==> src/rtl/bram_stream_ctrl.sv <==
// bram_stream_ctrl: streams bytes into sequential BRAM addresses and runs read bursts back out.
// Define BRAM_CTRL_CHECKSUM_EN to add rd_csum, the modulo byte sum of the current burst.
module bram_stream_ctrl #(
    parameter int unsigned ADDR_W = 17,
    parameter int unsigned DATA_W = 8,
    parameter int unsigned RD_LAT = 1
) (
    input  logic              clk,
    input  logic              rst,
    input  logic              wr_ptr_clr,
    input  logic              wr_valid,
    output logic              wr_ready,
    input  logic [DATA_W-1:0] wr_data,
    output logic              wr_wrapped,
    input  logic              rd_start,
    input  logic [ADDR_W-1:0] rd_addr,
    input  logic [ADDR_W-1:0] rd_len,
    output logic              rd_busy,
    output logic              rd_valid,
    output logic [DATA_W-1:0] rd_data,
    output logic              rd_done,
`ifdef BRAM_CTRL_CHECKSUM_EN
    output logic [DATA_W-1:0] rd_csum,
`endif
    output logic              mem_mode,
    output logic [ADDR_W-1:0] mem_addr,
    output logic [DATA_W-1:0] mem_din,
    input  logic [DATA_W-1:0] mem_dout
);
    // Tag stages from address issue to rd_valid: mem_addr register, BRAM sample, RD_LAT output delay.
    localparam int unsigned TAG_D  = RD_LAT + 2;
    localparam int unsigned DCNT_W = $clog2(RD_LAT + 3);
    localparam logic [DCNT_W-1:0] DRAIN_LAST = DCNT_W'(RD_LAT + 1);

    typedef enum logic [1:0] {IDLE, READ, DRAIN} state_t;

    state_t            state, state_nx;
    logic              rd_accept, wr_accept, issue, drain_end;
    logic [ADDR_W-1:0] issue_addr;
    logic [ADDR_W-1:0] wr_ptr;
    logic [ADDR_W-1:0] base, cnt;
    logic [DCNT_W-1:0] dcnt;
    logic [TAG_D-1:0]  tag;

    always_ff @(posedge clk or posedge rst) begin
        if (rst) begin
            state <= IDLE;
        end else begin
            state <= state_nx;
        end
    end

    // Next state, handshake decode and read address issue
    always_comb begin
        state_nx   = state;
        rd_accept  = 1'b0;
        wr_accept  = 1'b0;
        issue      = 1'b0;
        drain_end  = 1'b0;
        wr_ready   = 1'b0;
        rd_busy    = 1'b1;
        issue_addr = base;
        case (state)
            IDLE: begin
                rd_busy    = 1'b0;
                wr_ready   = !rd_start;
                wr_accept  = wr_valid && !rd_start;
                issue_addr = rd_addr;
                // A start coinciding with the done pulse is dropped
                if (rd_start && !rd_done) begin
                    rd_accept = 1'b1;
                    if (rd_len != '0) begin
                        issue    = 1'b1;
                        state_nx = READ;
                    end else begin
                        state_nx = DRAIN;
                    end
                end
            end
            READ: begin
                if (cnt == ADDR_W'(1)) begin
                    state_nx = DRAIN;
                end else begin
                    issue = 1'b1;
                end
            end
            DRAIN: begin
                if (dcnt == DRAIN_LAST) begin
                    drain_end = 1'b1;
                    state_nx  = IDLE;
                end
            end
            default: state_nx = IDLE;
        endcase
    end

    // BRAM port, write pointer and burst bookkeeping
    always_ff @(posedge clk or posedge rst) begin
        if (rst) begin
            mem_mode   <= 1'b0;
            mem_addr   <= '0;
            mem_din    <= '0;
            wr_ptr     <= '0;
            wr_wrapped <= 1'b0;
            base       <= '0;
            cnt        <= '0;
            dcnt       <= '0;
        end else begin
            mem_mode <= wr_accept;
            if (wr_accept) begin
                mem_addr <= wr_ptr;
                mem_din  <= wr_data;
                if (wr_ptr == '1) begin
                    wr_wrapped <= 1'b1;
                end
            end else if (issue) begin
                mem_addr <= issue_addr;
            end

            if (state == IDLE && wr_ptr_clr) begin
                wr_ptr <= '0;
            end else if (wr_accept) begin
                wr_ptr <= wr_ptr + ADDR_W'(1);
            end

            if (rd_accept) begin
                base <= rd_addr + ADDR_W'(1);
                cnt  <= rd_len;
            end else if (issue) begin
                base <= base + ADDR_W'(1);
                cnt  <= cnt - ADDR_W'(1);
            end

            if (state_nx == DRAIN && state != DRAIN) begin
                dcnt <= '0;
            end else if (state == DRAIN) begin
                dcnt <= dcnt + DCNT_W'(1);
            end
        end
    end

    // Return path: tags follow each issued address until its byte reaches mem_dout
    always_ff @(posedge clk or posedge rst) begin
        if (rst) begin
            tag      <= '0;
            rd_valid <= 1'b0;
            rd_data  <= '0;
            rd_done  <= 1'b0;
        end else begin
            tag      <= {tag[TAG_D-2:0], issue};
            rd_valid <= tag[TAG_D-1];
            rd_done  <= drain_end;
            if (tag[TAG_D-1]) begin
                rd_data <= mem_dout;
            end
        end
    end

`ifdef BRAM_CTRL_CHECKSUM_EN
    always_ff @(posedge clk or posedge rst) begin
        if (rst) begin
            rd_csum <= '0;
        end else if (rd_accept) begin
            rd_csum <= '0;
        end else if (tag[TAG_D-1]) begin
            rd_csum <= rd_csum + mem_dout;
        end
    end
`endif

endmodule
==> config.mk <==
export PLATFORM = sky130hd
export DESIGN_NAME = bram_stream_ctrl
export DESIGN_NICKNAME = d
export VERILOG_FILES = /design/src/rtl/bram_stream_ctrl.sv
export SDC_FILE = /design/constraint.sdc
export NUM_CORES = 1
export LEC_CHECK = 0
export ABC_AREA = 1
export ABC_CLOCK_PERIOD_IN_PS = 2600
export BUFFER_PORTS_ARGS = -buffer_cell sky130_fd_sc_hd__buf_2
export CAP_MARGIN = 20
export CELL_PAD_IN_SITES_DETAIL_PLACEMENT = 0
export CELL_PAD_IN_SITES_GLOBAL_PLACEMENT = 1
export CORE_ASPECT_RATIO = 1.75
export CORE_MARGIN = 8
export CORE_UTILIZATION = 31
export CTS_CLUSTER_SIZE = 28
export DETAILED_ROUTE_END_ITERATION = 12
export GPL_TIMING_DRIVEN = 0
export PLACE_DENSITY = 0.75
export SKIP_LAST_GASP = 1
export SYNTH_ARGS = -nofsm -noshare
export SYNTH_HDL_FRONTEND = slang
export SYNTH_SLANG_ARGS = --single-unit
==> constraint.sdc <==
create_clock -name clk -period 2.6 [get_ports clk]
set_input_delay 0.13 -clock clk [delete_from_list [all_inputs] [get_ports clk]]
set_output_delay 0.13 -clock clk [all_outputs]
set_load 0.03 [all_outputs]
-- Yosys cells after proc, flatten, opt, wreduce, memory -nomap -nowiden
Index checks and enable logic that the tools add are counted.
- input port bits: 55
- output and inout port bits: 39
- flip-flop bits (word level): 95
- eq/ne operators: 7
- reduce and logical (&&, ||, !) cells: 13
- add/sub/neg operators: 5
- muxes and demuxes: 27
- operators with widths (kind ; count):
    17-bit 2-to-1 mux ; 9
    17-bit by 1-bit adder with 17-bit output, second input constant ; 3
    17-bit by 1-bit == test with 1-bit output, second input constant ; 1
    17-bit == test, second input constant ; 1
    17-bit nonzero test ; 1
    17-bit by 1-bit subtractor with 17-bit output, second input constant ; 1
    2-bit 2-to-1 mux ; 6
    1-bit 2-to-1 mux ; 10
    2-bit nonzero test ; 4
    2-bit == test, second input constant ; 3
    2-bit case mux with 3 select lines ; 1
    1-bit logical AND ; 4
    2-bit by 1-bit adder with 2-bit output, second input constant ; 1
    2-bit by 1-bit == test with 1-bit output, second input constant ; 1
    1-bit zero test ; 2
    2-bit zero test ; 1
    2-bit != test, second input constant ; 1
    1-bit case mux with 2 select lines ; 1
    2-bit AND reduction ; 1

-- Longest topological paths before layout
Gate-level depths: netlist (run 1).
- depth after elaboration: 7
- depth in mapped cells: 15

-- Worst setup path before layout (run 1)
No wires, ideal clock.
- path kind: register to register
- start: reg rd_done
- end: reg base[2]
- setup time: 0.126 ns
- data arrival time: 1.766 ns
- setup slack: 0.708 ns
- clock period less this slack: 1.892 ns
- stages on the path, launching flop included: 10
- required time: 2.474 ns
- buffers on the path: 1
- cells stage by stage: dfrtp_1 -> nor2_4 -> nand2_4 -> buf_6 -> nand2_1 -> o21ai_2 -> ha_1 -> or2_2 -> nand3_1 -> o21ai_0
- word-level cells in the longest chain between the ends: 5
- elaborated cells between the ends (all ways): 8
- classes of those cells: mux: 5; reduce/logical: 3
- RTL lines (item ; RTL line ; RTL):
    from (decl) ; 21 ; output logic rd_done,
    from (signal assigned) ; 152 ; rd_done <= drain_end;
    1-bit zero test * ; 70 ; if (rd_start && !rd_done) begin
    1-bit logical AND * ; 70 ;
    1-bit 2-to-1 mux ; 70 ;
    1-bit case mux with 2 select lines or 1-bit 2-to-1 mux (tied branches) ; 63 ; case (state)
    2-bit nonzero test (no source line) or 17-bit 2-to-1 mux (tied branches) ; -- ;
    to (signal assigned) ; 127 ; base <= rd_addr + ADDR_W'(1);
    to (signal assigned) ; 130 ; base <= base + ADDR_W'(1);
    to (decl) ; 41 ; logic [ADDR_W-1:0] base, cnt;
Every way passes the cells marked *; elsewhere a longest branch is shown, timed or not.
A chain may end at the register's enable or synchronous reset.

-- Worst setup path after layout (run 1)
- start: reg state[0]
- end: reg base[10]
- word-level cells in the longest chain between the ends: 3
- elaborated cells between the ends (all ways): 6
- classes of those cells: eq/ne: 1; mux: 3; reduce/logical: 2
- RTL lines (item ; RTL line ; RTL):
    from (decl) ; 37 ; state_t state, state_nx;
    from (signal assigned) ; 49 ; state <= state_nx;
    2-bit by 1-bit == test with 1-bit output or 2-bit zero test (tied branches) ; 63 ;
    1-bit case mux with 2 select lines or 1-bit 2-to-1 mux (tied branches) ; 63 ;
    2-bit nonzero test (no source line) or 17-bit 2-to-1 mux (tied branches) ; -- ;
Several ways; a longest one is shown, not always the timed one.

==> results of run 1 <==
-- layer usage --
metal / vias to the layer above / share of wire, %
met4: 0 / 2.7
met2: 91 / 56
li1: 2602 / -
met1: 2415 / 38
met3: 23 / 3.2
met5: - / 0
-- stage by stage --
| step | setup WS [ns] | instance area, µm² | cells | total power (W) |
|---|---|---|---|---|
| after floorplan | 0.708 | 5500 | 733 | 0.00162 |
| after global placement | 0.529 | 6250 | 1057 | 0.00170 |
| after detailed placement | 0.481 | 6290 | 1059 | 0.00171 |
| final | 0.534 | 6760 | 1090 | 0.00317 |
| after global routing | 0.311 | 6760 | 1090 | 0.00327 |
| after CTS | 0.456 | 6760 | 1090 | 0.00321 |
-- state kept, by name, indices dropped and copies added, names as in the netlist --
name / count
mem_addr: 17
base: 17
wr_ptr: 17
wr_wrapped: 1
dcnt: 2
mem_mode: 1
mem_din: 8
rd_done: 1
rd_data: 8
cnt: 17
tag: 3
state: 2
rd_valid: 1
-- worst min path at each step --
stage           startpoint    endpoint  slack (ns)
6_report         rd_len[3]      cnt[3]        0.01
5_1_grt        mem_dout[4]  rd_data[4]       0.006
4_1_cts        mem_dout[5]  rd_data[5]       0.002
3_5_place_dp           rst  rd_data[1]        0.29
3_3_place_gp    wr_data[3]  mem_din[3]        0.33
2_1_floorplan   wr_data[0]  mem_din[0]        0.25
-- layout by cell type, fill, tap and decap left out, types with 15 or more instances in the layout --
master                            n
sky130_fd_sc_hd__inv_1           57
sky130_fd_sc_hd__a21oi_1         30
sky130_fd_sc_hd__nand3_1         45
sky130_fd_sc_hd__o21ai_0         37
sky130_fd_sc_hd__dlygate4sd3_1   15
sky130_fd_sc_hd__nor3_1          17
sky130_fd_sc_hd__nand2_1        223
sky130_fd_sc_hd__dfrtp_1         95
sky130_fd_sc_hd__buf_2          104
sky130_fd_sc_hd__nor2_1          73
sky130_fd_sc_hd__nand2_2         17
-- Yosys cell counts (2+ instances only) --
| cell | count | area share (%) |
|---|---|---|
| sky130_fd_sc_hd__a21oi_1 | 30 | 2.7 |
| sky130_fd_sc_hd__a31o_2 | 3 | 0.48 |
| sky130_fd_sc_hd__a31oi_1 | 2 | 0.23 |
| sky130_fd_sc_hd__buf_2 | 11 | 1.0 |
| sky130_fd_sc_hd__buf_4 | 3 | 0.41 |
| sky130_fd_sc_hd__buf_6 | 4 | 0.82 |
| sky130_fd_sc_hd__clkbuf_1 | 6 | 0.41 |
| sky130_fd_sc_hd__clkinv_1 | 2 | 0.14 |
| sky130_fd_sc_hd__dfrtp_1 | 95 | 43 |
| sky130_fd_sc_hd__ha_1 | 6 | 1.4 |
| sky130_fd_sc_hd__inv_1 | 58 | 4.0 |
| sky130_fd_sc_hd__inv_2 | 11 | 0.75 |
| sky130_fd_sc_hd__mux2_2 | 8 | 1.6 |
| sky130_fd_sc_hd__nand2_1 | 223 | 15 |
| sky130_fd_sc_hd__nand2_2 | 17 | 1.9 |
| sky130_fd_sc_hd__nand2_4 | 2 | 0.41 |
| sky130_fd_sc_hd__nand3_1 | 45 | 4.1 |
| sky130_fd_sc_hd__nand3_2 | 6 | 1.1 |
| sky130_fd_sc_hd__nand3b_1 | 4 | 0.55 |
| sky130_fd_sc_hd__nand4_1 | 6 | 0.68 |
| sky130_fd_sc_hd__nor2_1 | 73 | 5.0 |
| sky130_fd_sc_hd__nor2_2 | 10 | 1.1 |
| sky130_fd_sc_hd__nor2_4 | 3 | 0.61 |
| sky130_fd_sc_hd__nor3_1 | 17 | 1.5 |
| sky130_fd_sc_hd__nor3_2 | 2 | 0.36 |
| sky130_fd_sc_hd__nor4_1 | 2 | 0.23 |
| sky130_fd_sc_hd__o211ai_1 | 13 | 1.8 |
| sky130_fd_sc_hd__o21ai_0 | 37 | 3.4 |
| sky130_fd_sc_hd__o21ai_1 | 10 | 0.91 |
| sky130_fd_sc_hd__o221ai_1 | 3 | 0.48 |
| sky130_fd_sc_hd__or2_2 | 2 | 0.23 |
| sky130_fd_sc_hd__xnor2_1 | 4 | 0.64 |
| sky130_fd_sc_hd__xor2_1 | 7 | 1.1 |
-- power breakdown --
group / switching, W / internal [W]
Clock: 0.000618 / 0.000856
Sequential: 0.0000131 / 0.00149
Combinational: 0.000113 / 0.0000753
-- area by class of cell --
| cell class | count | area, µm² |
|---|---|---|
| Buffer | 26 | 164 |
| Multi-Input combinational cell | 541 | 2690 |
| Timing Repair Buffer | 110 | 656 |
| Fill cell | 1891 | 10700 |
| Inverter | 71 | 270 |
| Tap cell | 231 | 289 |
| Clock inverter | 5 | 86.3 |
| Clock buffer | 11 | 233 |
| Sequential cell | 95 | 2380 |
-- cells by family after synthesis --
kind of cell	Yosys count	synth area share (%)
fa+ha+maj	6	1.37
mux	8	1.64
buf+inv	97	7.84
xor+xnor	11	1.75
simple gates	414	33.6
flops	95	43.3
compound gates	102	10.5
-- critical path, stage by stage, from the launching register on --
cell,delay [ns]
sky130_fd_sc_hd__dfrtp_1,0.41
sky130_fd_sc_hd__inv_1,0.09
sky130_fd_sc_hd__nand2_2,0.14
sky130_fd_sc_hd__nor2_2,0.25
sky130_fd_sc_hd__nand2_1,0.08
sky130_fd_sc_hd__nand2_1,0.10
sky130_fd_sc_hd__ha_1,0.25
sky130_fd_sc_hd__nand3_4,0.12
sky130_fd_sc_hd__inv_2,0.09
sky130_fd_sc_hd__nand2_1,0.11
sky130_fd_sc_hd__o21ai_1,0.14
sky130_fd_sc_hd__nand2_1,0.06
sky130_fd_sc_hd__nand2_1,0.05
sky130_fd_sc_hd__nand2_1,0.05
==> qor.yml, run 1 <==
setup_path:
  cp_data_arrival_time_ns: 2.30
  timing.critical_path.from_type: "flop"
  worstPathRequired_ns: 2.84
  critical_path.endpoint: "base[10]"
  setup.worst_path.start: "state[0]"
  worst-setup-path-type: "reg2reg"
  timing.rr.start: "state[0]"
  crit-reg2reg-capture: "base[10]"
  worst-r2r-setup-slack_ns: 0.53
  rr_worst_depth: 13
  critical_path_sink_type: "flop"
  cp_max_fo: 7
routing:
  first_iter_violations: 197
  post_drt_via_cell_ratio: 4.71
  drc: 0
  drt-pass1-iter-count: 4
  route.vias.total: 5131
  ant_nets: 0
  avgRoutedWirePerCell_um: 15.8
  postRouteWirelength_um: 17300
floorplanning:
  num_rows: 64
  core_region_area_um2: 17500
  die_w_um: 117
  design.die.area_um2: 22400
  floorplan.io_pins: 94
  floorplan.initialDensity_pct: 31.5
  die_height_um: 192
layout:
  drive_above_1_share_pct: 22.7
  post-route-util_pct: 38.7
  num_antenna_cells: 0
  net_count_reported_at_finish: 915
  syn_to_final_growth_pct: 23.1
clocking:
  post_cts_buffers: 0
  tritoncts: "yes"
  cts_buffer_count: 9
  cts-root-to-sink-buffers: 2
  clock_tree.root_cell: "sky130_fd_sc_hd__clkbuf_16"
  postCtsHoldBufs: 15
  post_cts.resized_instances: 0
  clkSlewWorstSetupHoldPaths_ns: 0.08
  cts_sinks: 95
  clk_latency_ns: 0.35
  htree_levels: 3
global_routing:
  gr-usage-met1_pct: 16.2
  grt_util_met3_pct: 2.14
  grt_usage_pct: 16.0
  grt-ovfl-total: 0
  grt_util_met2_pct: 31.1
  grt_first_pass_wirelength_um: 27400
  gr-max-usage-layer: "met2"
  grt_pass1_vias: 5208
  initial_antenna_violation_count: 0
  grt_start_max_net_pins: 41
pwr:
  p_leak_nw: 3.26
  maximum_vdd_ir_drop_uv: 262
  pwr_density_cell_nw_per_um2: 469
timing:
  slew_of_the_pin_with_the_lowest_slew_margin_ns: 0.736
  final_worst_hold_slack_ns: 0.0124
  max_slew_margin_pct: 50.8
  minimum_clock_period_after_layout_ns: 2.07
  final_max_slew_viol_count: 0
  maxClockFrequency_mhz: 484
  setup-violations-final: 0
  report.final.hold_viol_count: 0
  totalNegativeSetupSlack_ns: 0
  final_worst_path_period_share_pct: 79.5
  finClkSkew_ns: 0.0177
  rsz_0062_raised_after_global_routing: "false"
synthesis:
  synth_nets: 794
  yosysSeqAreaShare_pct: 43.3
  synth_async_sr_flop_share_pct: 100
  syn_avg_cell_area_um2: 7.49
  postSynthRegisterBits: 95
  synth-edff-count: 0
  netlist_area_um2: 5490
  synth-main-ff-cell: "sky130_fd_sc_hd__dfrtp_1"
  postSynthCellCount: 733
  synth.distinct_cells: 41
  yosysWarningCount: 0
hold_path:
  timing.hold.worst_path_depth: 3
  hold_class: "in2reg"
job:
  max_cap_viol_count: 0
placed_design:
  place.gp.congestion: 0.870
  detailed_place_hpwl_um: 13600
  io_buffers: 93
outcome:
  outcome: "finished clean"
Power figures use the tool's default switching activity.
==> run 2: changes to the inputs <==
--- a/config.mk
+++ b/config.mk
@@ -5,8 +5,8 @@
 export SDC_FILE = /design/constraint.sdc
 export NUM_CORES = 1
 export LEC_CHECK = 0
-export ABC_AREA = 1
-export ABC_CLOCK_PERIOD_IN_PS = 2600
+export ABC_AREA = 0
+export ABC_CLOCK_PERIOD_IN_PS = 1800
 export BUFFER_PORTS_ARGS = -buffer_cell sky130_fd_sc_hd__buf_2
 export CAP_MARGIN = 20
 export CELL_PAD_IN_SITES_DETAIL_PLACEMENT = 0
@@ -17,7 +17,7 @@
 export CTS_CLUSTER_SIZE = 28
 export DETAILED_ROUTE_END_ITERATION = 12
 export GPL_TIMING_DRIVEN = 0
-export PLACE_DENSITY = 0.75
+export PLACE_DENSITY = 0.72
 export SKIP_LAST_GASP = 1
 export SYNTH_ARGS = -nofsm -noshare
 export SYNTH_HDL_FRONTEND = slang
==> constraint.sdc (replaced) <==
create_clock -name clk -period 1.8 [get_ports clk]
set_input_delay 0.09 -clock clk [delete_from_list [all_inputs] [get_ports clk]]
set_output_delay 0.09 -clock clk [all_outputs]
set_load 0.03 [all_outputs]
==> qor.yml, run 2 <==
layout:
  net_count_reported_at_finish: 816  # -11%
  layout_common_cells: "94 x sky130_fd_sc_hd__buf_2, 92 x sky130_fd_sc_hd__nand2_1, 91 x sky130_fd_sc_hd__dfrtp_1"
  multi_input_area_um2: 3130  # +17%
  register_area_um2: 2380  # +0.21%
  drive_above_1_share_pct: 40.1  # +17 points
  fill_cells: 1559  # -18%
  num_antenna_cells: 0  # unchanged
  syn_to_final_growth_pct: 51.0
  mostFrequentLayoutCell: "sky130_fd_sc_hd__buf_2"
global_routing:
  grt_usage_pct: 17.2  # +1.2 points
  grt_pass1_vias: 5380  # +3.3%
  grt-ovfl-total: 0  # unchanged
  initial_antenna_violation_count: 0  # unchanged
  grt_first_pass_wirelength_um: 28800  # +5.3%
  grt_start_max_net_pins: 38  # -7.3%
synthesis:
  synth-adder-area-share_pct: 1.41  # +0.046 points
  synth-edff-count: 0  # unchanged
  synth_nets: 619  # -22%
  synth_mux_area_share_pct: 9.98  # +8.3 points
  synth-compound-area-share_pct: 11.6  # +1.0 points
  synth.distinct_cells: 57  # +39%
  synth-main-ff-cell: "sky130_fd_sc_hd__dfrtp_1"
  simple_gate_share_of_the_synthesized_area_pct: 22.3  # -11 points
  synth.top_cells.by_area: "sky130_fd_sc_hd__dfrtp_1 45%, sky130_fd_sc_hd__nand2_1 7.1%, sky130_fd_sc_hd__xor2_1 4.3%, sky130_fd_sc_hd__o21ai_0 4.2%, sky130_fd_sc_hd__mux2i_1 3.8%"
  netlist_area_um2: 5310  # -3.3%
  yosysSeqAreaShare_pct: 44.7  # +1.5 points
  yosysTopAreaCellShare_pct: 44.7  # +1.5 points
  postSynthRegisterBits: 95  # unchanged
  syn_avg_cell_area_um2: 9.52  # +27%
  synth_async_sr_flop_share_pct: 100  # unchanged
  synth.most_common_cell: "sky130_fd_sc_hd__nand2_1"
  postSynthCellCount: 558  # -24%
  yosysWarningCount: 0  # unchanged
  synth_top_family_by_area: "simple AND/OR/NAND/NOR gates"
  synth.top_cells.by_count: "101 x sky130_fd_sc_hd__nand2_1, 95 x sky130_fd_sc_hd__dfrtp_1, 46 x sky130_fd_sc_hd__nor2_1, 45 x sky130_fd_sc_hd__o21ai_0, 26 x sky130_fd_sc_hd__xor2_1"
  yosys.area_share.xor_xnor_pct: 6.43  # +4.7 points
  synth_largest_area_cell: "sky130_fd_sc_hd__dfrtp_1"
hold_path:
  hp-start: "rd_len[3]"
  hold_class: "in2reg"
  worst_hold_endpoint: "cnt[3]"
  timing.hold.worst_path_depth: 2  # -1
job:
  max_cap_viol_count: 0  # unchanged
placed_design:
  detailed_place_hpwl_um: 12700  # -6.8%
  io_buffers: 93  # unchanged
  place.gp.congestion: 0.831  # -4.5%
  place_ws_ns: -1.49  # -1.97 ns
outcome:
  violations: "negative setup slack"
  outcome: "finished, violations left"
setup_path:
  worst-r2r-setup-slack_ns: -0.89  # -1.43 ns
  critical-path-max-stage-delay_ns: 0.39  # -0.02 ns
  timing.critical_path.from_type: "flop"
  critical-path-slowest-cell: "sky130_fd_sc_hd__dfrtp_1"
  rr_worst_depth: 14  # +1
  crit-reg2reg-capture: "base[16]"
  timing.rr.start: "state[1]"
  cp_data_arrival_time_ns: 2.92  # +0.62 ns
  cp_max_fo: 6  # -1
  worstPathRequired_ns: 2.03  # -0.81 ns
  worst-setup-path-type: "reg2reg"
  critical_path_sink_type: "flop"
  critical_path.cell_chain: "buf_6, nor4b_4, buf_6, buf_8, clkbuf_16, nand2_4, nand2_4, ha_4, and3_4, nand4_1, a22oi_2, nand4_1, xor2_1, mux2i_1"
clocking:
  clk_latency_ns: 0.36  # about the same
  htree_levels: 3  # unchanged
  clkSlewWorstSetupHoldPaths_ns: 0.06  # -0.02 ns
  cts_buffer_count: 9  # unchanged
  cts-root-to-sink-buffers: 2  # unchanged
  cts_sinks: 95  # unchanged
  clock_tree.root_cell: "sky130_fd_sc_hd__clkbuf_16"
  tritoncts: "yes"
timing:
  minimum_clock_period_after_layout_ns: 2.69  # +0.628 ns
  maxClockFrequency_mhz: 371  # -23%
  report.final.hold_viol_count: 0  # unchanged
  finClkSkew_ns: 0.0134  # -0.00430 ns
  final_worst_path_period_share_pct: 150  # +70 points
  rsz_0062_raised_after_global_routing: "true"
  max_slew_margin_pct: 61.0  # +10 points
  final_worst_hold_slack_ns: 0.00930  # -0.00306 ns
  worst_setup_slack_after_layout_ns: -0.894  # -1.43 ns
  final_max_slew_viol_count: 0  # unchanged
  slew_of_the_pin_with_the_lowest_slew_margin_ns: 0.585  # -0.151 ns
  setup-violations-final: 83  # +83
floorplanning:
  num_rows: 63  # -1.6%
  core_region_area_um2: 16900  # -3.4%
  die_height_um: 189  # -1.5%
  design.die.area_um2: 21800  # -2.9%
  floorplan.io_pins: 94  # unchanged
  die_w_um: 115  # -1.4%
  floorplan.initialDensity_pct: 31.5  # +0.036 points
routing:
  ant_nets: 0  # unchanged
  post_drt_via_cell_ratio: 5.11  # +8.5%
  route.vias.total: 5036  # -1.9%
  drt-pass1-iter-count: 4  # unchanged
  drc: 0  # unchanged
  first_iter_violations: 205  # +4.1%
  avgRoutedWirePerCell_um: 18.9  # +20%
  postRouteWirelength_um: 18700  # +8.1%
pwr:
  pwr_density_cell_nw_per_um2: 1610  # +240%
  p_sw_w: 0.00522  # +600%
  p_int_w: 0.00773  # +220%
  maximum_vdd_ir_drop_uv: 565  # +120%
  p_clk_share_pct: 18.6  # -28 points
  seq_power_share_pct: 28.7  # -19 points
  p_leak_nw: 3.58  # +10%
  power.share.switching_pct: 40.3  # +17 points
  totalPowerFinal_w: 0.0129  # +310%
  p_comb_share_pct: 52.7  # +47 points
## run 2: cell types whose count changed after synthesis, moves of 19 or more
cell,change
sky130_fd_sc_hd__nand3_1,-28
sky130_fd_sc_hd__nor2_1,-27
sky130_fd_sc_hd__nand2_1,-122
sky130_fd_sc_hd__mux2i_1,+20
sky130_fd_sc_hd__inv_1,-48
sky130_fd_sc_hd__xor2_1,+19
## run 2: how the worst max path moves through the flow
stage,startpoint,slack [ns],cells past startpoint,endpoint
floorplan,state[1],-0.85,15,base[16]
global placement,state[1],-1.45,14,base[16]
detailed placement,state[1],-1.49,14,base[16]
CTS,state[1],-0.90,14,base[16]
global route,state[1],-0.95,14,base[16]
finish,state[1],-0.89,14,base[16]
## run 2: area by class of cell
class	count	share of cell area [%]
Buffer	27	4.94
Tap cell	227	3.54
Sequential cell	95	29.7
Clock inverter	5	1.61
Multi-Input combinational cell	423	39.0
Inverter	11	0.593
Timing Repair Buffer	188	17.6
Clock buffer	10	2.98
## run 2: layer usage
metal | wire (µm) | track usage (%) | share of wire, % | up-vias
li1 | - | - | - | 2358
met5 | 0 | 0 | 0 | -
met1 | 6430 | 16.5 | 34 | 2507
met4 | 763 | 9.71 | 4.1 | 0
met3 | 642 | 2.90 | 3.4 | 43
met2 | 10800 | 33.1 | 58 | 128
## run 2: cell families after synthesis
family,count (synthesis)
AO/OA/AOI/OAI,98
XOR/XNOR,39
adder cells (fa/ha/maj),6
buffers and inverters,41
flip-flops,95
multiplexers,46
AND/OR/NAND/NOR,233
## run 2: timing repair
item,in CTS,in global routing
gates cloned,4,3
setup buffers,46,16
setup endpoints to repair,84,84
hold endpoints to repair,52,0
pin swaps,31,39
gates resized for setup,94,70
hold buffers,30,0
## run 2: power groups by stage
stage                     clock, W  combinational, W  sequential (W)
after floorplan                  0           0.00299         0.00415
after global placement           0           0.00491         0.00362
after detailed placement         0           0.00502         0.00365
after CTS                  0.00244           0.00623         0.00367
after global routing       0.00253           0.00729         0.00382
final                      0.00241           0.00683         0.00371
## run 2: worst max-delay path: cells and delay by family, from the launching register on
| kind | cells | cell delay [ns] |
|---|---|---|
| XOR/XNOR | 1 | 0.18 |
| buffers and inverters | 4 | 0.55 |
| AND/OR/NAND/NOR | 6 | 0.95 |
| multiplexers | 1 | 0.09 |
| flip-flops | 1 | 0.39 |
| adder cells (fa/ha/maj) | 1 | 0.14 |
| AO/OA/AOI/OAI | 1 | 0.27 |
## run 2: metrics by stage
step | std cells | util (%) | cell area, µm² | setup TNS [ns]
floorplan | 558 | - | 5460 | -11.86
global route | 986 | 47.6 | 8020 | -48.28
finish | 986 | 47.6 | 8020 | -40.64
CTS | 973 | 45.5 | 7680 | -34.36
detailed placement | 880 | 37.1 | 6250 | -48.36
global placement | 878 | 36.8 | 6210 | -58.25
